`config.mk`:
```
export PLATFORM = sky130hd
export DESIGN_NAME = measure_sequencer
export DESIGN_NICKNAME = d
export VERILOG_FILES = /design/src/rtl/measure_sequencer.sv
export SDC_FILE = /design/constraint.sdc
export NUM_CORES = 1
export LEC_CHECK = 0
export CORE_UTILIZATION = 45
export DETAILED_ROUTE_END_ITERATION = 8
export PLACE_DENSITY = 0.71
export SLEW_MARGIN = 40
export SYNTH_ARGS = -nofsm -noshare
export SYNTH_HDL_FRONTEND = slang
export SYNTH_SLANG_ARGS = --single-unit
```
`constraint.sdc`:
```
create_clock -name ExtClk -period 2 [get_ports ExtClk]
set_input_delay 0.4 -clock ExtClk [delete_from_list [all_inputs] [get_ports ExtClk]]
set_output_delay 0.4 -clock ExtClk [all_outputs]
set_load 0.02 [all_outputs]
```
`src/rtl/measure_sequencer.sv`:
```
// measure_sequencer: DDS settle, then dual-channel ADC accumulation and a valid/ready result handoff
module measure_sequencer #(
  parameter int ADC_W       = 12,
  parameter int NSAMP_LOG2  = 8,
  parameter int SETTLE_CYC  = 1000,
  parameter int MUX_SETTLE  = 16,
  parameter int TIMEOUT_CYC = 4096
) (
  input  logic                        ExtClk,
  input  logic                        ExtResetn,
  input  logic [1:0]                  FreqMode,
  input  logic                        StartMeasure,
  input  logic                        Abort,
  input  logic                        AdcValid,
  input  logic [ADC_W-1:0]            AdcData,
  output logic                        DdsEn,
  output logic [1:0]                  DdsFreqSel,
  output logic                        MuxSel,
  output logic                        AdcReq,
  output logic [ADC_W+NSAMP_LOG2-1:0] SumV,
  output logic [ADC_W+NSAMP_LOG2-1:0] SumI,
  output logic                        ResultValid,
  input  logic                        ResultReady,
  output logic                        Busy,
  output logic                        Error
);
  localparam int SW   = ADC_W + NSAMP_LOG2;
  localparam int CMAX = (SETTLE_CYC > MUX_SETTLE) ? ((SETTLE_CYC > TIMEOUT_CYC) ? SETTLE_CYC : TIMEOUT_CYC)
                                                  : ((MUX_SETTLE > TIMEOUT_CYC) ? MUX_SETTLE : TIMEOUT_CYC);
  localparam int CW   = $clog2(CMAX + 1);
  typedef enum logic [2:0] {IDLE, SETTLE, ACQ_V, SWITCH, ACQ_I, HOLD} state_t;
  state_t                r_state;
  logic [CW-1:0]         r_cnt;
  logic [NSAMP_LOG2-1:0] r_nsamp;
  logic [SW-1:0]         w_sample;
  logic                  w_last;
  assign w_sample = SW'(AdcData);
  assign w_last   = &r_nsamp;
  // r_cnt is shared: settle timer, mux timer, and acquisition watchdog
  always_ff @(posedge ExtClk or negedge ExtResetn) begin
    if (!ExtResetn) begin
      r_state     <= IDLE;
      r_cnt       <= '0;
      r_nsamp     <= '0;
      DdsEn       <= 1'b0;
      DdsFreqSel  <= '0;
      MuxSel      <= 1'b0;
      AdcReq      <= 1'b0;
      SumV        <= '0;
      SumI        <= '0;
      ResultValid <= 1'b0;
      Busy        <= 1'b0;
      Error       <= 1'b0;
    end else if (Abort) begin
      r_state     <= IDLE;
      r_cnt       <= '0;
      r_nsamp     <= '0;
      DdsEn       <= 1'b0;
      MuxSel      <= 1'b0;
      AdcReq      <= 1'b0;
      ResultValid <= 1'b0;
      Busy        <= 1'b0;
    end else begin
      case (r_state)
        IDLE: if (StartMeasure) begin
          r_state    <= SETTLE;
          r_cnt      <= '0;
          DdsEn      <= 1'b1;
          DdsFreqSel <= FreqMode;
          MuxSel     <= 1'b0;
          SumV       <= '0;
          SumI       <= '0;
          Error      <= 1'b0;
          Busy       <= 1'b1;
        end
        SETTLE: if (r_cnt == CW'(SETTLE_CYC - 1)) begin
          r_state <= ACQ_V;
          r_cnt   <= '0;
          AdcReq  <= 1'b1;
        end else r_cnt <= r_cnt + 1'b1;
        ACQ_V, ACQ_I: if (AdcValid) begin
          r_cnt   <= '0;
          r_nsamp <= r_nsamp + 1'b1;
          if (r_state == ACQ_V) SumV <= SumV + w_sample;
          else SumI <= SumI + w_sample;
          if (w_last) begin
            AdcReq <= 1'b0;
            if (r_state == ACQ_V) begin
              r_state <= SWITCH;
              MuxSel  <= 1'b1;
            end else begin
              r_state     <= HOLD;
              DdsEn       <= 1'b0;
              ResultValid <= 1'b1;
            end
          end
        end else if (r_cnt == CW'(TIMEOUT_CYC - 1)) begin
          r_state <= IDLE;
          r_cnt   <= '0;
          r_nsamp <= '0;
          DdsEn   <= 1'b0;
          AdcReq  <= 1'b0;
          MuxSel  <= 1'b0;
          Busy    <= 1'b0;
          Error   <= 1'b1;
        end else r_cnt <= r_cnt + 1'b1;
        SWITCH: if (r_cnt == CW'(MUX_SETTLE - 1)) begin
          r_state <= ACQ_I;
          r_cnt   <= '0;
          AdcReq  <= 1'b1;
        end else r_cnt <= r_cnt + 1'b1;
        HOLD: if (ResultReady) begin
          r_state     <= IDLE;
          ResultValid <= 1'b0;
          MuxSel      <= 1'b0;
          Busy        <= 1'b0;
        end
        default: r_state <= IDLE;
      endcase
    end
  end
endmodule

```
==> impl_metrics.env, run 1 <==
export IMPL_clock_sinks=72
export IMPL_worstSetupPathType="register to register"
export IMPL_gp_congestion=0.873
export IMPL_ant_nets=0
export IMPL_seq_area_frac_synth=0.388
export IMPL_antenna_diode_count=0
export IMPL_status="complete, but fails checks"
export IMPL_dp_hpwl_microns=9870
export IMPL_rsz0062_at_grt="yes"
export IMPL_crit_path_max_fanout=7
export IMPL_critPathLaunchType="register"
export IMPL_gr_total_overflow=0
export IMPL_io_pins=68
export IMPL_syn_cell_area_sq_um=4650
export IMPL_grt_pass1_wl_microns=22900
export IMPL_crit_path_cell_trace="ha_4 -> inv_2 -> fa_2 -> inv_2 -> a21oi_4 -> o2111ai_4 -> a31oi_4 -> or4_4 -> a21oi_2"
export IMPL_hold_path_class="primary input to asynchronous set/reset pin"
export IMPL_worst_pin_slew_ns=0.412
export IMPL_setup_tns_final_ns=-0.852
export IMPL_nets=777
export IMPL_start_util=0.469
export IMPL_grtUsageTotal=0.265
export IMPL_clkTransAtPathRegs_ns=0.09
export IMPL_grt_max_degree=73
export IMPL_root_buffer="clkbuf_8"
export IMPL_setup_violations=20
export IMPL_layout_common_cells="buf_4, dfrtp_1, nand2_1"
export IMPL_cpMaxStageDelayCell="or4_4"
export IMPL_drc=0
export IMPL_n_fill_cell=667
export IMPL_row_count=36
export IMPL_relSlewSlack=0.726
export IMPL_max_stage_delay_ns=0.44
export IMPL_place_ws_ns=-0.756
export IMPL_fin_crit_sh=1.06
export IMPL_cts_made_buffers=9
export IMPL_layout_commonest_cell="buf_4"
export IMPL_vias_per_cell=5.69
export IMPL_hold_viol_final=0
export IMPL_drt_iter0_markers=253
export IMPL_grt_pass1_vias=4895
export IMPL_synth_main_ff_cell="dfrtp_1"
export IMPL_yosys_warnings=0
export IMPL_wl_per_cell_microns=17.6
export IMPL_syn_inst=528
export IMPL_core_area_sq_um=9910
export IMPL_leakage_uw=0.00329
export IMPL_violations="setup timing"
export IMPL_die_w_microns=104
export IMPL_drive_above_1_share=0.358
export IMPL_syn_avg_cell_area_sq_um=8.80
export IMPL_synth_top_area_share=0.388
export IMPL_yosys_top_cells_area="dfrtp_1, ha_1, nand2_1"
export IMPL_syn_to_final_growth_pct=59.4
export IMPL_max_cap_viol_count=0
export IMPL_finalCriticalPeriod_ns=2.12
export IMPL_synth_top_cell_by_area="dfrtp_1"
export IMPL_dr_total_vias=4934
export IMPL_syn_num_nets=576
export IMPL_die_area_sq_um=10700
export IMPL_clkLatencyLatePin_ns=0.37
export IMPL_maxSlewViolCount=0
export IMPL_wirelength_microns=15200
export IMPL_die_h_microns=104
export IMPL_cts_tree="built"
export IMPL_port_buffers=67
export IMPL_worst_ir_drop_vdd_uv=483
export IMPL_yosys_cell_types_count=63
export IMPL_critical_path_required_ns=2.30
export IMPL_ys_ff_latch=72
export IMPL_cts_max_path_buffers=2
export IMPL_arrival_ns=2.41
export IMPL_grt_antenna_before_repair=0
export IMPL_cts_htree_levels=3
export IMPL_async_reset_ff_frac=1.00
export IMPL_critPathMostFrequentCell="inv_2"
export IMPL_cp_end_kind="register"
export IMPL_finClkSkew_ns=0.0198
export IMPL_power_density_nw_per_um2=738
export IMPL_fmax_mhz=472
export IMPL_synth_edf_count=0
export IMPL_drt_first_pass_iters=4
export IMPL_final_setup_worst_slack_ns=-0.116
## per-stage QoR
stage                     cell area, sq um  hold slack (ns)  cells   util  total power [uW]
after global placement                6380            0.460    821  0.644              3520
after CTS                             7010           0.0709    857  0.708              5230
final                                 7410           0.0392    867  0.748              5470
after global routing                  7410           0.0582    867  0.748              5720
after detailed placement              6380            0.464    821  0.644              3580
after floorplan                       4760            0.104    528      -              2680
## area by class of cell
cell class	instances	area [sq um]	area share
Inverter	18	67.6	0.00912
Tap cell	133	166	0.0225
Multi-Input combinational cell	419	3310	0.447
Timing Repair Buffer	209	1800	0.243
Clock inverter	5	103	0.0138
Sequential cell	72	1810	0.244
Clock buffer	11	151	0.0204
## final timing paths
kind	from	endpoint	slack (ns)	depth (start not counted)
hold / removal	ExtResetn	SumI[4]	0.04	2
hold reg to reg	DdsFreqSel[1]	DdsFreqSel[1]	0.49	2
setup reg to reg	SumI[0]	SumI[16]	-0.12	9
setup / recovery	SumI[0]	SumI[16]	-0.12	9
max in group asynchronous	ExtResetn	r_cnt[5]	1.58	2
min in group ExtClk	DdsFreqSel[1]	DdsFreqSel[1]	0.49	2
## synth_stat cells, drive strengths merged (4+ instances only)
cell and instances:
o31ai 5, o211ai 4, a21oi 35, nor3 11, nand4 10, o21a 4, a21o 5, buf 7
ha 26, and2 6, nand2 67, nor4 5, inv 18, nand3 21, xor2 21, and3 10
nor2 42, nand2b 9, a31oi 9, a211oi 6, o22ai 4, o21ai 39, nor3b 4, or3 10
mux2i 6, nor4b 4, or4 7, xnor2 14, dfrtp 72, clkbuf 12
## per-layer routing
layer | GRT usage | wire length (microns) | part of all wire
met3 | 0.0390 | 625 | 0.041
met1 | 0.325 | 6230 | 0.41
met2 | 0.467 | 8020 | 0.53
met5 | 0 | 0 | 0
met4 | 0.108 | 367 | 0.024
## flip-flops by register name, indices dropped and copies added, names as in the netlist
| name | cells |
|---|---|
| AdcReq | 1 |
| Busy | 1 |
| DdsEn | 1 |
| DdsFreqSel | 2 |
| Error | 1 |
| MuxSel | 1 |
| ResultValid | 1 |
| SumI | 20 |
| SumV | 20 |
| r_cnt | 13 |
| r_nsamp | 8 |
| r_state | 3 |
## power by group
group | total, uW | switching, uW | leakage, uW | internal [uW]
logic | 2240 | 1120 | 0.00220 | 1120
clock network | 1510 | 613 | 0.000126 | 895
registers | 1720 | 137 | 0.000964 | 1580
total | 5470 | 1870 | 0.00329 | 3590
## kinds of logic after synthesis
| group | after synthesis | share of synthesized area |
|---|---|---|
| flip-flops | 72 | 0.388 |
| AND/OR/NAND/NOR | 215 | 0.234 |
| multiplexers | 8 | 0.0178 |
| buffers and inverters | 37 | 0.0320 |
| XOR/XNOR | 35 | 0.0660 |
| adder cells (fa/ha/maj) | 29 | 0.0808 |
| AO/OA/AOI/OAI | 132 | 0.181 |
## worst max-delay path, delay by kind of cell (launching register included)
kind / cells / cell delay, ns
AOI/OAI and AO/OA: 4 / 0.59
DFF: 1 / 0.39
and+or+nand+nor: 1 / 0.44
adders and majority gates: 2 / 0.51
buffers and inverters: 2 / 0.13
## timing repair
action	4_1_cts	5_1_grt
setup buffers	20	12
resized for setup	51	76
pin swaps	35	47
setup endpoints to repair	41	47
hold buffers	0	0
Power figures use the tool's default switching activity.
==> inputs of run 2 (changes only) <==
CTS_CLUSTER_DIAMETER = 200   (was unset)
==> results of run 2 <==
No change in the layout: final DEF, timing and power equal those of run 1.
==> inputs of run 3 (changes only) <==
CORE_ASPECT_RATIO = 0.7   (was unset)
==> impl_metrics.env, run 3 (same netlist as run 1, synthesis figures left out) <==
export IMPL_drt_iter0_markers=318
export IMPL_worst_ir_drop_vdd_uv=628
export IMPL_cts_tree="built"
export IMPL_dr_total_vias=5062
export IMPL_row_count=30
export IMPL_final_setup_worst_slack_ns=-0.121
export IMPL_ant_nets=0
export IMPL_leakage_uw=0.00336
export IMPL_drive_above_1_share=0.370
export IMPL_grt_pass1_wl_microns=24500
export IMPL_r2r_cells=9
export IMPL_reg_largest_list="SumI: 20 flops, SumV: 20 flops, r_cnt: 13 flops"
export IMPL_nets=787
export IMPL_intPower_uw=3830
export IMPL_grt_max_degree=73
export IMPL_root_buffer="clkbuf_16"
export IMPL_r2r_end="SumI[16]"
export IMPL_io_pins=68
export IMPL_clkLatencyLatePin_ns=0.35
export IMPL_worst_pin_slew_ns=0.417
export IMPL_grtUsageTotal=0.298
export IMPL_crit_path_max_fanout=7
export IMPL_drc=0
export IMPL_cp_end_kind="register"
export IMPL_finClkSkew_ns=0.0101
export IMPL_start_util=0.471
export IMPL_fin_crit_sh=1.06
export IMPL_switching_share=0.339
export IMPL_maxSlewViolCount=0
export IMPL_n_fill_cell=666
export IMPL_arrival_ns=2.39
export IMPL_p_total_uw=5790
export IMPL_core_area_sq_um=9870
export IMPL_vias_per_cell=5.80
export IMPL_relSlewSlack=0.720
export IMPL_hold_viol_final=0
export IMPL_power_density_nw_per_um2=765
export IMPL_layout_common_cells="buf_4, dfrtp_1, nand2_1"
export IMPL_dp_hpwl_microns=10600
export IMPL_worstSetupPathType="register to register"
export IMPL_grt_pass1_vias=4918
export IMPL_violations="setup timing"
export IMPL_design_area_sq_um=7560
export IMPL_die_h_microns=87.0
export IMPL_reg2reg_from="SumI[0]"
export IMPL_syn_to_final_growth_pct=62.7
export IMPL_critPathLaunchType="register"
export IMPL_critical_path_required_ns=2.27
export IMPL_switching_power_uw=1960
export IMPL_die_area_sq_um=10700
export IMPL_drt_first_pass_iters=7
export IMPL_die_w_microns=123
export IMPL_rsz0062_at_grt="yes"
export IMPL_clkTransAtPathRegs_ns=0.07
export IMPL_hold_buffers=0
export IMPL_place_ws_ns=-0.804
export IMPL_max_cap_viol_count=0
export IMPL_status="complete, but fails checks"
export IMPL_post_dp_cell_area_sq_um=6500
export IMPL_cts_max_path_buffers=2
export IMPL_setup_tns_final_ns=-0.366
export IMPL_hold_path_class="primary input to asynchronous set/reset pin"
export IMPL_p_comb_frac=0.396
export IMPL_wirelength_microns=15900
export IMPL_layout_commonest_cell="buf_4"
export IMPL_setup_violations=9
export IMPL_clkPwrFrac=0.308
export IMPL_fmax_mhz=472
export IMPL_grt_antenna_before_repair=1
export IMPL_pwr_share_seq=0.296
export IMPL_utilization=0.766
export IMPL_rrSetupSlack_ns=-0.12
export IMPL_cts_htree_levels=3
export IMPL_clock_sinks=72
export IMPL_gp_congestion=0.918
export IMPL_finalCriticalPeriod_ns=2.12
export IMPL_cts_made_buffers=9
export IMPL_gr_total_overflow=0
export IMPL_port_buffers=67
export IMPL_wl_per_cell_microns=18.2
## run 3: worst max path at each step
| stage | to | slack (ns) | from | cells past startpoint |
|---|---|---|---|---|
| final | SumI[16] | -0.12 | SumI[0] | 9 |
| after global routing | SumI[16] | -0.20 | SumI[0] | 9 |
| after CTS | SumI[16] | -0.10 | SumI[0] | 9 |
| after detailed placement | SumI[16] | -0.80 | AdcData[0] | 10 |
| after global placement | SumI[16] | -0.72 | AdcData[0] | 10 |
| after floorplan | SumI[15] | -0.07 | SumI[1] | 7 |
## run 3: area by class of cell
type	count	area, sq um	share of cell area
clock buffer	10	239	0.0316
timing repair buffer	218	1830	0.242
sequential	72	1810	0.239
tap	128	160	0.0212
antenna	1	2.50	0.000331
inverter	18	67.6	0.00893
multi-input combinational	420	3370	0.446
clock inverter	6	82.6	0.0109
## run 3: timing repair
action,in CTS,in global routing
endpoints found under the hold margin,0,0
resized for setup,67,70
setup endpoints to repair,43,46
pin swaps,27,47
cloned,0,1
setup buffers,9,14
## run 3: per-stage QoR
stage / std cells / hold slack, ns
after floorplan: 528 / 0.104
after global placement: 833 / 0.462
after detailed placement: 833 / 0.466
after CTS: 857 / 0.108
after global routing: 873 / 0.116
final: 873 / 0.0800
## run 3: power by group through the flow
stage	clock [uW]	sequential, uW	combinational (uW)
final	1790	1710	2290
after global routing	1860	1730	2460
after CTS	1790	1700	2090
after detailed placement	0	1720	1910
after global placement	0	1710	1850
after floorplan	0	1820	861
## run 3: critical path, stage by stage, from the launching register on
cell,delay (ns)
dfrtp_2,0.39
ha_4,0.15
inv_2,0.04
fa_2,0.35
inv_2,0.08
a21oi_4,0.07
o2111ai_4,0.24
a31oi_4,0.16
or4_4,0.44
a21oi_2,0.13
## run 3: per-layer routing
metal / wire, microns / global-route usage / vias to the layer above / part of all wire
met1: 7100 / 0.417 / 2484 / 0.45
met4: 226 / 0.0843 / 0 / 0.014
met2: 7530 / 0.470 / 204 / 0.47
met3: 1040 / 0.0569 / 24 / 0.066
met5: 0 / 0 / - / 0
li1: - / - / 2350 / -
==> variant 1, RTL diff (flow settings as in run 1) <==
Register the output `Error` once more, without a reset; this adds one clock of latency there. The other outputs are not delayed to match.
--- a/src/rtl/measure_sequencer.sv
+++ b/src/rtl/measure_sequencer.sv
@@ -29,6 +29,8 @@
                                                   : ((MUX_SETTLE > TIMEOUT_CYC) ? MUX_SETTLE : TIMEOUT_CYC);
   localparam int CW   = $clog2(CMAX + 1);
   typedef enum logic [2:0] {IDLE, SETTLE, ACQ_V, SWITCH, ACQ_I, HOLD} state_t;
+
+  logic Error_s0;
   state_t                r_state;
   logic [CW-1:0]         r_cnt;
   logic [NSAMP_LOG2-1:0] r_nsamp;
@@ -50,7 +52,7 @@
       SumI        <= '0;
       ResultValid <= 1'b0;
       Busy        <= 1'b0;
-      Error       <= 1'b0;
+      Error_s0    <= 1'b0;
     end else if (Abort) begin
       r_state     <= IDLE;
       r_cnt       <= '0;
@@ -70,7 +72,7 @@
           MuxSel     <= 1'b0;
           SumV       <= '0;
           SumI       <= '0;
-          Error      <= 1'b0;
+          Error_s0   <= 1'b0;
           Busy       <= 1'b1;
         end
         SETTLE: if (r_cnt == CW'(SETTLE_CYC - 1)) begin
@@ -102,7 +104,7 @@
           AdcReq  <= 1'b0;
           MuxSel  <= 1'b0;
           Busy    <= 1'b0;
-          Error   <= 1'b1;
+          Error_s0 <= 1'b1;
         end else r_cnt <= r_cnt + 1'b1;
         SWITCH: if (r_cnt == CW'(MUX_SETTLE - 1)) begin
           r_state <= ACQ_I;
@@ -119,5 +121,9 @@
       endcase
     end
   end
+  always_ff @(posedge ExtClk) begin
+    Error <= Error_s0;
+  end
+
 endmodule
 
Behaviour: same outputs for any inputs over 4 cycles, from zero or initial values and one cycle with ExtResetn low; that may be too few to reach the edited logic, so the function may still have changed.
==> variant 1 against run 1 <==
The run still ends with setup timing left; sequential cell count up 1; final area up 0.64%; sequential share of layout area up 0.11 points; total power up 2.5%; routed wire length down 0.84%; synthesized area up 0.43%; largest cell class unchanged; non-clock buffer count up 3; worst setup slack worse by 0.046 ns.
==> variant 1: results (changes against run 1) <==
metric;value;unit;change
outcome;finished, violations left;;unchanged
failing checks;setup timing;;unchanged
routability cong.;0.873;;about the same
Critical Path Fanout Max;5;;was 7
vias per cell;5.68;;was 5.69
Post-synth top flop;dfrtp_1;;unchanged
Synthesized Nets;577;;was 576
placed inst area;0.00647;sq mm;was 0.00638 sq mm
clock skew;0.0173;ns;was 0.0198 ns
Worst-Skew Late Latency;0.36;ns;
Synth async-reset ratio;0.986;;was 1.00
iteration-0 DRC count of the detailed router;219;;was 253
met2 GRT Util;0.475;;was 0.467
Top Metal Used;met4;;unchanged
WL met2;7960;um;was 8020 um
Diodes inserted;0;;unchanged
Seq/Total Area, Yosys;0.390;;was 0.388
setup ws final;-0.162;ns;was -0.116 ns
Synth top cells by count;dfrtp_1 (72), nand2_1 (67), nor2_1 (41);;unchanged
vias in the first global route;4865;;was 4,895
Fillers;664;;was 667
CTS buffer count;9;;unchanged
r2r endpoint;SumI[14];;was SumI[16]
first-pass GRT wire length;23200;um;was 22,900 um
share of layout cells above drive strength 1;0.350;;was 0.358
Met3 Wirelength;500;um;was 625 um
VDD IR max;0.548;mV;was 0.483 mV
Post-CTS Setup Bufs;11;;was 20
largest buffer count on any clock path;2;;unchanged
setup violators final;27;;was 20
largest stage delay on the critical path;0.41;ns;was 0.44 ns
grt met3 use;0.0370;;was 0.0390
P_leak;3.32;nW;was 3.29 nW
PortBufs;67;;unchanged
Critical Path AT;2.46;ns;was 2.41 ns
synth unique cells;64;;was 63
Worst Reg-to-Reg Cells;10;;was 9
M1 WL;6160;um;was 6230 um
largest cells by area after synthesis;dfrtp_1 (39%), ha_1 (7.0%), nand2_1 (5.4%);;unchanged
CTS H-tree depth;3;;unchanged
HP Class;in -> async;;unchanged
initial antenna violation count;0;;unchanged
overall routing resource usage;0.266;;was 0.265
Final Routed Wirelength;15100;um;was 15,200 um
DRT Pass-1 Iters;4;;unchanged
Setup TNS Final;-1.62;ns;was -0.852 ns
nets@finish;781;;was 777
met1 Use GR;0.321;;was 0.325
Yosys Warn Count;0;;unchanged
slowest cell on the critical path;dfrtp_2;;was or4_4
clock root cell;clkbuf_8;;unchanged
Post-DP HPWL;10000;um;was 9870 um
Worst Tran Pin Value;0.473;ns;was 0.412 ns
Critical R2R Launch;SumI[0];;unchanged
post-CTS resize count;50;;was 51
Top Registers;SumI: 20 flops, SumV: 20 flops, r_cnt: 13 flops;;unchanged
critical path's top delay family;compound AO/OA/AOI/OAI gates;;unchanged
variant 1: changes by cell type after synthesis, sizes merged:
cell / run 1 / this run
dfxtp: 0 / 1
variant 1: kinds of logic after synthesis:
kind of cell	after synthesis	synth area share
buffers and inverters	37	0.0319
and+or+nand+nor	215	0.233
muxes	8	0.0177
xor gates and xnor gates	35	0.0657
adders and majority gates	29	0.0804
DFF	73	0.390
AOI/OAI and AO/OA	132	0.181
variant 1: cell type report:
class                   instances  area [sq um]  area share
repair buffers                212          1820       0.245
flip-flops and latches         73          1830       0.245
multi-input cells             419          3300       0.443
clock buffers                   9           124      0.0166
well taps                     133           166      0.0223
clock inverters                 7           141      0.0190
inverters                      18          67.6     0.00906
variant 1: where the power goes:
part	switching, mW	total, mW	internal, mW	leakage, nW
Combinational	1.14	2.30	1.17	2.21
Clock	0.617	1.57	0.957	0.130
Sequential	0.128	1.73	1.60	0.971
Total	1.88	5.61	3.72	3.32
variant 1: how the worst max path moves through the flow:
stage / from / to / slack, ns / cells past startpoint
final: SumI[0] / SumI[14] / -0.16 / 10
after global placement: AdcData[0] / SumV[16] / -0.68 / 10
after CTS: SumI[0] / SumI[14] / -0.1 / 10
after global routing: r_cnt[0] / r_state[2] / -0.23 / 7
after detailed placement: AdcData[0] / SumV[16] / -0.77 / 10
after floorplan: SumI[1] / SumI[15] / -0.07 / 7
variant 1: through the flow:
step,util,cells,setup slack [ns],power (mW),hold WS [ns]
2_1_floorplan,-,529,-0.0664,2.70,0.104
3_3_place_gp,0.653,833,-0.680,3.59,0.402
3_5_place_dp,0.653,833,-0.774,3.65,0.389
4_1_cts,0.713,859,-0.0980,5.37,0.0821
5_1_grt,0.753,871,-0.226,5.85,0.0951
6_report,0.753,871,-0.162,5.61,0.0466
==> variant 2, RTL diff (config.mk and constraints of run 1) <==
Made on the original files. `ADC_W`: 12 -> 14.
--- a/src/rtl/measure_sequencer.sv
+++ b/src/rtl/measure_sequencer.sv
@@ -1,6 +1,6 @@
 // measure_sequencer: DDS settle, then dual-channel ADC accumulation and a valid/ready result handoff
 module measure_sequencer #(
-  parameter int ADC_W       = 12,
+  parameter int ADC_W       = 14,
   parameter int NSAMP_LOG2  = 8,
   parameter int SETTLE_CYC  = 1000,
   parameter int MUX_SETTLE  = 16,
Ports: changed (resized AdcData, SumI and SumV); port bits go from 68 to 74. The function was not compared with the original's and may differ.
==> variant 2 against run 1 <==
The flow still finishes with violations (setup timing); worst setup slack worse by 0.22 ns; combinational power rose by 76%; global-route usage is 1.6 points higher; sequential cell count is 4 higher; routed wire length rose by 8.4%; synthesized area is 11% higher; total power is 38% higher; die area up 10%; final area rose by 8.4%.
==> variant 2: results (changes against run 1) <==
metric;value;unit;change
Clk pwr share;0.218;;was 0.276
setup ws final;-0.332;ns;was -0.116 ns
clock root cell;clkbuf_16;;was clkbuf_8
first-pass GRT wire length;25700;um;was 22,900 um
Synthesized Nets;629;;was 576
Met3 Wirelength;674;um;was 625 um
met2 GRT Util;0.473;;was 0.467
Seq/Total Area, Yosys;0.370;;was 0.388
slowest cell on the critical path;dfrtp_2;;was or4_4
count of non-CTS inverters in the layout;12;;was 18
placed inst area;0.00721;sq mm;was 0.00638 sq mm
WL met2;8160;um;was 8020 um
switch share;0.378;;was 0.343
P_leak;3.69;nW;was 3.29 nW
placed insts;899;;was 821
CP startpoint;SumV[0];;was SumI[0]
outcome;finished, violations left;;unchanged
met1 Use GR;0.358;;was 0.325
Yosys Warn Count;0;;unchanged
routability cong.;0.908;;was 0.873
DR vias;5477;;was 4,934
Synth top cells by count;dfrtp_1 (76), nand2_1 (67), nor2_1 (39), o21ai_0 (39), a21oi_1 (35);;was dfrtp_1 (72), nand2_1 (67), nor2_1 (41)
VDD IR max;0.632;mV;was 0.483 mV
clock tree sinks;76;;was 72
synthesized area per cell;8.94;sq um;was 8.80 sq um
setup violators final;26;;was 20
clk tree area frac;0.0355;;was 0.0343
M1 WL;7220;um;was 6230 um
PortBufs;73;;was 67
Final Routed Wirelength;16500;um;was 15,200 um
Top Registers;SumI: 22 flops, SumV: 22 flops, r_cnt: 13 flops;;was SumI: 20 flops, SumV: 20 flops, r_cnt: 13 flops
Setup TNS Final;-3.51;ns;was -0.852 ns
largest net degree at the start of global routing;35;;was 73
Worst-Skew Late Latency;0.35;ns;was 0.37 ns
#MultiIn Comb;462;;was 419
Cell Count, Final, Fillers Out;928;;was 867
row count;38;;was 36
vias in the first global route;5291;;was 4,895
Critical Path Fanout Max;4;;was 7
iteration-0 DRC count of the detailed router;265;;was 253
nets@finish;838;;was 777
clock buffer count;13;;was 11
overall routing resource usage;0.282;;was 0.265
Post-DP HPWL;11100;um;was 9870 um
Pwr Total;7.53;mW;was 5.47 mW
Worst Tran Pin Value;0.539;ns;was 0.412 ns
Worst-path clk slew;0.06;ns;was 0.09 ns
failing checks;setup timing;;unchanged
fraction of area in multi-input gates;0.458;;was 0.447
largest stage delay on the critical path;0.42;ns;was 0.44 ns
dpl ws;-0.826;ns;was -0.756 ns
Fillers;771;;was 667
largest cells by area after synthesis;dfrtp_1 (37%), ha_1 (7.3%), nand2_1 (4.9%);;was dfrtp_1 (39%), ha_1 (7.0%), nand2_1 (5.4%)
HP Class;reg -> reg;;was in -> async
combinational share of power;0.523;;was 0.410
bufs w/o clock;223;;was 209
area occupied by multi-input gates;0.00368;sq mm;was 0.00331 sq mm
clock skew;0.00847;ns;was 0.0198 ns
r2r endpoint;SumV[18];;was SumI[16]
Signal buf overhead;0.241;;was 0.243
## variant 2: what timing repair did
action                                  in CTS  in global routing
resized for setup                           57                 53
endpoints found under the setup margin      35                 49
endpoints found under the hold margin       25                  0
hold buffers                                 1                  0
setup buffers                                8                 10
pin swaps                                   38                 42
## variant 2: how the worst min path moves through the flow
stage	endpoint	depth (start not counted)	from	slack, ns
finish	DdsFreqSel[1]	2	DdsFreqSel[1]	0.48
global route	DdsFreqSel[0]	2	DdsFreqSel[0]	0.52
CTS	DdsFreqSel[1]	2	DdsFreqSel[1]	0.48
detailed placement	SumV[2]	1	ExtResetn	0.35
global placement	SumV[2]	1	ExtResetn	0.35
floorplan	AdcReq	0	ExtResetn	0.10
## variant 2: cells by family after synthesis
group | count (synthesis) | share of synthesized area
buffers and inverters | 37 | 0.0292
DFF | 76 | 0.370
and+or+nand+nor | 209 | 0.206
AOI/OAI and AO/OA | 188 | 0.255
xor gates and xnor gates | 21 | 0.0358
adders and majority gates | 32 | 0.0808
muxes | 12 | 0.0234
